==> src/rtl/keyboard_pkg.sv <==
// Scan-code set 2 constants and receiver state type shared by the PS/2 key decoder.
package keyboard_pkg;

  localparam logic [7:0] SC_EXT   = 8'hE0;
  localparam logic [7:0] SC_BRK   = 8'hF0;
  localparam logic [7:0] SC_PAUSE = 8'hE1;
  localparam logic [7:0] SC_BAT   = 8'hAA;
  localparam logic [7:0] SC_OVR0  = 8'h00;
  localparam logic [7:0] SC_OVR1  = 8'hFF;
  localparam logic [7:0] SC_SPACE = 8'h29;
  localparam logic [7:0] SC_LEFT  = 8'h6B;
  localparam logic [7:0] SC_RIGHT = 8'h74;
  localparam logic [7:0] SC_A     = 8'h1C;
  localparam logic [7:0] SC_D     = 8'h23;
  localparam logic [7:0] SC_W     = 8'h1D;

  typedef enum logic [1:0] {
    RxIdle,
    RxData,
    RxParity,
    RxStop
  } rx_state_t;

endpackage

==> src/rtl/ps2_rx.sv <==
// PS/2 bit receiver: pin synchronisers, clock glitch filter, frame FSM and mid-frame watchdog.
module ps2_rx
  import keyboard_pkg::*;
#(
  parameter int unsigned FILTER_LEN  = 8,
  parameter int unsigned TIMEOUT_CYC = 200_000
) (
  input  logic       clk,
  input  logic       rst,
  input  logic       ps2_clk,
  input  logic       ps2_data,
  output logic [7:0] rx_byte,
  output logic       rx_valid,
  output logic       frame_err
);

  localparam int unsigned FltW = $clog2(FILTER_LEN) + 1;
  localparam int unsigned WdW  = $clog2(TIMEOUT_CYC) + 1;

  logic            clk_meta_q, clk_sync_q, dat_meta_q, dat_sync_q;
  logic            filt_q, filt_d;
  logic [FltW-1:0] flt_cnt_q, flt_cnt_d;
  rx_state_t       state_q, state_d;
  logic [7:0]      shift_q, shift_d;
  logic [2:0]      bit_cnt_q, bit_cnt_d;
  logic            par_q, par_d;
  logic [WdW-1:0]  wd_q, wd_d;
  logic [7:0]      byte_q, byte_d;
  logic            valid_q, valid_d, err_q, err_d;
  logic            fall;

  always_ff @(posedge clk) begin
    if (rst) begin
      clk_meta_q <= 1'b1;
      clk_sync_q <= 1'b1;
      dat_meta_q <= 1'b1;
      dat_sync_q <= 1'b1;
      filt_q     <= 1'b1;
      flt_cnt_q  <= '0;
      state_q    <= RxIdle;
      shift_q    <= '0;
      bit_cnt_q  <= '0;
      par_q      <= 1'b0;
      wd_q       <= '0;
      byte_q     <= '0;
      valid_q    <= 1'b0;
      err_q      <= 1'b0;
    end else begin
      clk_meta_q <= ps2_clk;
      clk_sync_q <= clk_meta_q;
      dat_meta_q <= ps2_data;
      dat_sync_q <= dat_meta_q;
      filt_q     <= filt_d;
      flt_cnt_q  <= flt_cnt_d;
      state_q    <= state_d;
      shift_q    <= shift_d;
      bit_cnt_q  <= bit_cnt_d;
      par_q      <= par_d;
      wd_q       <= wd_d;
      byte_q     <= byte_d;
      valid_q    <= valid_d;
      err_q      <= err_d;
    end
  end

  // Filtered clock flips only after FILTER_LEN consecutive samples disagree with it.
  always_comb begin
    filt_d    = filt_q;
    flt_cnt_d = '0;
    fall      = 1'b0;
    if (clk_sync_q != filt_q) begin
      if (flt_cnt_q == FltW'(FILTER_LEN - 1)) begin
        filt_d = clk_sync_q;
        fall   = filt_q;
      end else begin
        flt_cnt_d = flt_cnt_q + 1'b1;
      end
    end
  end

  always_comb begin
    state_d   = state_q;
    shift_d   = shift_q;
    bit_cnt_d = bit_cnt_q;
    par_d     = par_q;
    byte_d    = byte_q;
    valid_d   = 1'b0;
    err_d     = 1'b0;
    wd_d      = '0;

    if (fall) begin
      unique case (state_q)
        RxIdle: begin
          if (!dat_sync_q) begin
            state_d   = RxData;
            bit_cnt_d = '0;
          end
        end
        RxData: begin
          shift_d   = {dat_sync_q, shift_q[7:1]};
          bit_cnt_d = bit_cnt_q + 3'd1;
          if (bit_cnt_q == 3'd7) state_d = RxParity;
        end
        RxParity: begin
          par_d   = dat_sync_q;
          state_d = RxStop;
        end
        RxStop: begin
          if (dat_sync_q && (^{shift_q, par_q})) begin
            valid_d = 1'b1;
            byte_d  = shift_q;
          end else begin
            err_d = 1'b1;
          end
          state_d = RxIdle;
        end
        default: state_d = RxIdle;
      endcase
    end else if (state_q != RxIdle) begin
      if (wd_q == WdW'(TIMEOUT_CYC - 1)) begin
        err_d     = 1'b1;
        state_d   = RxIdle;
        bit_cnt_d = '0;
      end else begin
        wd_d = wd_q + 1'b1;
      end
    end
  end

  assign rx_byte   = byte_q;
  assign rx_valid  = valid_q;
  assign frame_err = err_q;

endmodule

==> src/rtl/ps2_key_decoder.sv <==
// PS/2 make/break decoder producing held key levels for space, left and right.
// Define KEY_WASD_EN to also map W/A/D onto space/left/right.
module ps2_key_decoder
  import keyboard_pkg::*;
#(
  parameter int unsigned FILTER_LEN  = 8,
  parameter int unsigned TIMEOUT_CYC = 200_000
) (
  input  logic       clk,
  input  logic       rst,
  input  logic       ps2_clk,
  input  logic       ps2_data,
  output logic       key_space,
  output logic       key_left,
  output logic       key_right,
  output logic [7:0] rx_byte,
  output logic       rx_valid,
  output logic       frame_err
);

  logic ext_q, ext_d, brk_q, brk_d;
  logic space_q, space_d, left_q, left_d, right_q, right_d;
`ifdef KEY_WASD_EN
  logic w_q, w_d, a_q, a_d, d_q, d_d;
`endif

  ps2_rx #(
    .FILTER_LEN (FILTER_LEN),
    .TIMEOUT_CYC(TIMEOUT_CYC)
  ) u_rx (
    .clk      (clk),
    .rst      (rst),
    .ps2_clk  (ps2_clk),
    .ps2_data (ps2_data),
    .rx_byte  (rx_byte),
    .rx_valid (rx_valid),
    .frame_err(frame_err)
  );

  always_ff @(posedge clk) begin
    if (rst) begin
      ext_q   <= 1'b0;
      brk_q   <= 1'b0;
      space_q <= 1'b0;
      left_q  <= 1'b0;
      right_q <= 1'b0;
`ifdef KEY_WASD_EN
      w_q     <= 1'b0;
      a_q     <= 1'b0;
      d_q     <= 1'b0;
`endif
    end else begin
      ext_q   <= ext_d;
      brk_q   <= brk_d;
      space_q <= space_d;
      left_q  <= left_d;
      right_q <= right_d;
`ifdef KEY_WASD_EN
      w_q     <= w_d;
      a_q     <= a_d;
      d_q     <= d_d;
`endif
    end
  end

  always_comb begin
    ext_d   = ext_q;
    brk_d   = brk_q;
    space_d = space_q;
    left_d  = left_q;
    right_d = right_q;
`ifdef KEY_WASD_EN
    w_d     = w_q;
    a_d     = a_q;
    d_d     = d_q;
`endif
    if (frame_err) begin
      ext_d = 1'b0;
      brk_d = 1'b0;
    end else if (rx_valid) begin
      case (rx_byte)
        SC_EXT:          ext_d = 1'b1;
        SC_BRK:          brk_d = 1'b1;
        SC_PAUSE, SC_BAT: ;
        SC_OVR0, SC_OVR1: begin
          ext_d   = 1'b0;
          brk_d   = 1'b0;
          space_d = 1'b0;
          left_d  = 1'b0;
          right_d = 1'b0;
`ifdef KEY_WASD_EN
          w_d     = 1'b0;
          a_d     = 1'b0;
          d_d     = 1'b0;
`endif
        end
        default: begin
          if (rx_byte == SC_SPACE && !ext_q) space_d = !brk_q;
          if (rx_byte == SC_LEFT && ext_q)   left_d  = !brk_q;
          if (rx_byte == SC_RIGHT && ext_q)  right_d = !brk_q;
`ifdef KEY_WASD_EN
          if (rx_byte == SC_W && !ext_q) w_d = !brk_q;
          if (rx_byte == SC_A && !ext_q) a_d = !brk_q;
          if (rx_byte == SC_D && !ext_q) d_d = !brk_q;
`endif
          ext_d = 1'b0;
          brk_d = 1'b0;
        end
      endcase
    end
  end

`ifdef KEY_WASD_EN
  assign key_space = space_q | w_q;
  assign key_left  = left_q | a_q;
  assign key_right = right_q | d_q;
`else
  assign key_space = space_q;
  assign key_left  = left_q;
  assign key_right = right_q;
`endif

endmodule
==> config.mk <==
export PLATFORM = sky130hd
export DESIGN_NAME = ps2_key_decoder
export DESIGN_NICKNAME = d
export VERILOG_FILES = /design/src/rtl/keyboard_pkg.sv /design/src/rtl/ps2_rx.sv /design/src/rtl/ps2_key_decoder.sv
export SDC_FILE = /design/constraint.sdc
export NUM_CORES = 1
export LEC_CHECK = 0
export BUFFER_PORTS_ARGS = -buffer_cell sky130_fd_sc_hd__buf_2
export CORE_ASPECT_RATIO = 2
export CORE_MARGIN = 2
export CORE_UTILIZATION = 54
export CTS_CLUSTER_SIZE = 40
export DETAILED_ROUTE_END_ITERATION = 8
export PLACE_DENSITY = 0.75
export RECOVER_POWER = 100
export SLEW_MARGIN = 20
export SYNTH_ARGS = -nofsm -noshare
export SYNTH_HDL_FRONTEND = slang
export SYNTH_SLANG_ARGS = --single-unit
==> constraint.sdc <==
create_clock -name clk -period 1.8 [get_ports clk]
set_input_delay 0.09 -clock clk [delete_from_list [all_inputs] [get_ports clk]]
set_output_delay 0.09 -clock clk [all_outputs]
set_load 0.005 [all_outputs]
==> results_dict.tcl <==
set metrics [dict create \
    status "completed" \
    r2r-start "u_rx.rx_byte[0]$_SDFFE_PP0P_" \
    crit_path_max_fanout 8 \
    drt_pass1_iterations 4 \
    cts.sinks 57 \
    start_util_pct 55.8 \
    fin_nets 369 \
    leakagePower_nw 1.32 \
    clk_latency_ps 330 \
    synth_edf_count 0 \
    vias 2439 \
    hold_class "input pin to register" \
    crit_arrival_ps 2020 \
    finalSetupTns_ps 0 \
    top_level_ports 17 \
    tightest_slew_ps 425 \
    syn-cell-area_um2 2690 \
    clock-skew-final_ps 8.06 \
    synth-seq-cells 57 \
    drive_gt1_share_pct 29.6 \
    grt_pass1_wl_um 10400 \
    synth.net_count 308 \
    grt_pass1_vias 2457 \
    overflow 0 \
    p_total_mw 2.44 \
    min_path_cells 4 \
    async_flop_share_pct 0 \
    drcViolationCount 0 \
    syn2layout_area_growth_pct 28.4 \
    fmax_mhz 569 \
    utilization_pct 71.6 \
    cts-root-buf "clkbuf_8" \
    dp_slack_ps -71.2 \
    first_iter_violations 76 \
    cts_tree "done" \
    critPathLaunchType "register" \
    fin_cells 419 \
    hold_viol 0 \
    clk_transition_reported_paths_ps 60 \
    yosysWarningCount 0 \
    slew_violations 0 \
    diodes 0 \
    cp-end-kind "register" \
    postLayoutCellArea_um2 3450 \
    synth_area_per_cell_um2 9.08 \
    port_buffers 16 \
    clockBufferDepth 2 \
    powerDensity_nw_per_um2 708 \
    crit_path_cell_trace "nor3_1, nor4b_4, buf_4, or3_2, or3_1, a21oi_1" \
    ys_seq_area_share_pct 42.5 \
    dieArea_um2 5590 \
    crit_slowest_cell "or3_2" \
    post_drt_wl_per_cell_um 15.3 \
    syn_inst 296 \
    antenna_found_initial 0 \
    place_inst 398 \
    period_needed_ps 1760 \
    period_share_pct 97.7 \
    critical_path.max_stage_delay_ps 430 \
    rsz0062_at_grt "yes" \
    num_rows 36 \
    ys.flop_type "dfxtp_1" \
    die_x_um 53.9 \
    synthDistinctLibCells 51 \
    track_usage_pct 25.0 \
    postRouteWirelength_um 6430 \
    setup_viol 0 \
    dp_hpwl_um 4400 \
    core_um2 4820 \
    viasPerCell 5.82 \
    setup.worst_path.start "u_rx.rx_byte[0]$_SDFFE_PP0P_" \
    placed_area_um2 3100 \
    final_cell_mix "dfxtp_1 (49), nor2_1 (38), buf_4 (38)" \
    drv_cap 0 \
    place.gp.congestion 0.850 \
    critPathKind "register to register" \
    die_y_um 104 \
    vdd_drop_max_v 0.000864 \
    ant_nets 0 \
    ff2ff_path_depth 6 \
    min_from "rst" \
    cts_max_level 3 \
    grt_max_degree 36 \
    cts_buffers 9 \
    timing.final.ws_setup_ps 41.1 \
    timing.hold.ws_ps 219 \
    final_common_cell "dfxtp_1" \
    slew_headroom_pct 71.6 \
    required_ps 2060 \
]
## power breakdown
part	leakage [nW]	switching (mW)	internal [mW]
sequential	0.464	0.00236	1.27
clock	0.0974	0.460	0.673
combinational	0.759	0.0253	0.0142
total	1.32	0.488	1.95
## per-layer routing
layer	GRT usage, %	part of all wire [%]	vias to the layer above	routed length, um
met1	21.9	35	1158	2240
met2	46.3	58	64	3710
li1	-	-	1194	-
met3	6.63	3.0	23	196
met4	13.9	4.4	0	285
met5	0	0	-	0
## what timing repair did
action	in CTS	in global routing
buffers inserted	0	2
endpoints found under the setup margin	28	45
cloned	0	1
hold buffers	2	0
gates resized for setup	4	30
endpoints found under the hold margin	2	0
pin swaps	0	4
## worst max-delay path: cells and delay by family (launching register included)
family,cells,cell delay (ps)
AOI/OAI and AO/OA,1,140
buffers and inverters,1,150
DFF,1,410
and+or+nand+nor,4,1010
## kinds of logic after synthesis
family,share of synthesized area (%)
xor+xnor,9.36
mux,3.77
compound gates,9.92
fa+ha+maj,3.72
flops,42.5
buf+inv,2.84
simple gates,27.9
## flip-flops by register name, indices dropped and copies added (netlist names), 2 cells and up
register        flops
u_rx.shift_q        8
u_rx.wd_q          19
u_rx.bit_cnt_q      3
u_rx.flt_cnt_q      4
u_rx.state_q        2
u_rx.rx_byte        8
## synth_stat cells, types with 2 or more instances
| library cell | n | share of area, % |
|---|---|---|
| dfxtp_1 | 57 | 42 |
| nor2_1 | 39 | 5.4 |
| a21oi_1 | 19 | 3.5 |
| nand4_1 | 15 | 3.5 |
| nand3_1 | 14 | 2.6 |
| xor2_1 | 14 | 4.6 |
| xnor2_1 | 12 | 3.9 |
| nand2_1 | 11 | 1.5 |
| nor3_1 | 10 | 1.9 |
| mux2i_1 | 9 | 3.4 |
| o31ai_1 | 9 | 2.5 |
| ha_1 | 8 | 3.7 |
| and3_1 | 7 | 1.6 |
| inv_1 | 7 | 0.98 |
| clkbuf_1 | 6 | 0.84 |
| nor4_1 | 6 | 1.4 |
| o21ai_0 | 6 | 1.1 |
| or2_2 | 4 | 0.93 |
| nand2b_1 | 3 | 0.70 |
| and4_1 | 2 | 0.65 |
| buf_4 | 2 | 0.56 |
| nand3b_1 | 2 | 0.56 |
| nor2b_1 | 2 | 0.47 |
| nor4bb_1 | 2 | 0.74 |
| or3_1 | 2 | 0.47 |
| or3b_1 | 2 | 0.65 |
| or4b_2 | 2 | 0.74 |
## final timing paths
check	slack, ps	to
min	220	u_rx.wd_q[1]$_SDFF_PP0_
max reg2reg	40	key_right$_SDFFE_PP0P_
min reg2reg	400	u_rx.dat_sync_q$_SDFF_PP1_
max	40	key_right$_SDFFE_PP0P_
## cell type report
type | instances | area [um^2]
fillers | 362 | 1370
repair buffers | 60 | 433
inverters | 8 | 30.0
clock inverters | 3 | 40.0
well taps | 57 | 71.3
multi-input cells | 221 | 1580
flip-flops and latches | 57 | 1150
clock buffers | 13 | 149
Note: power is estimated with default switching activity, not from simulation.
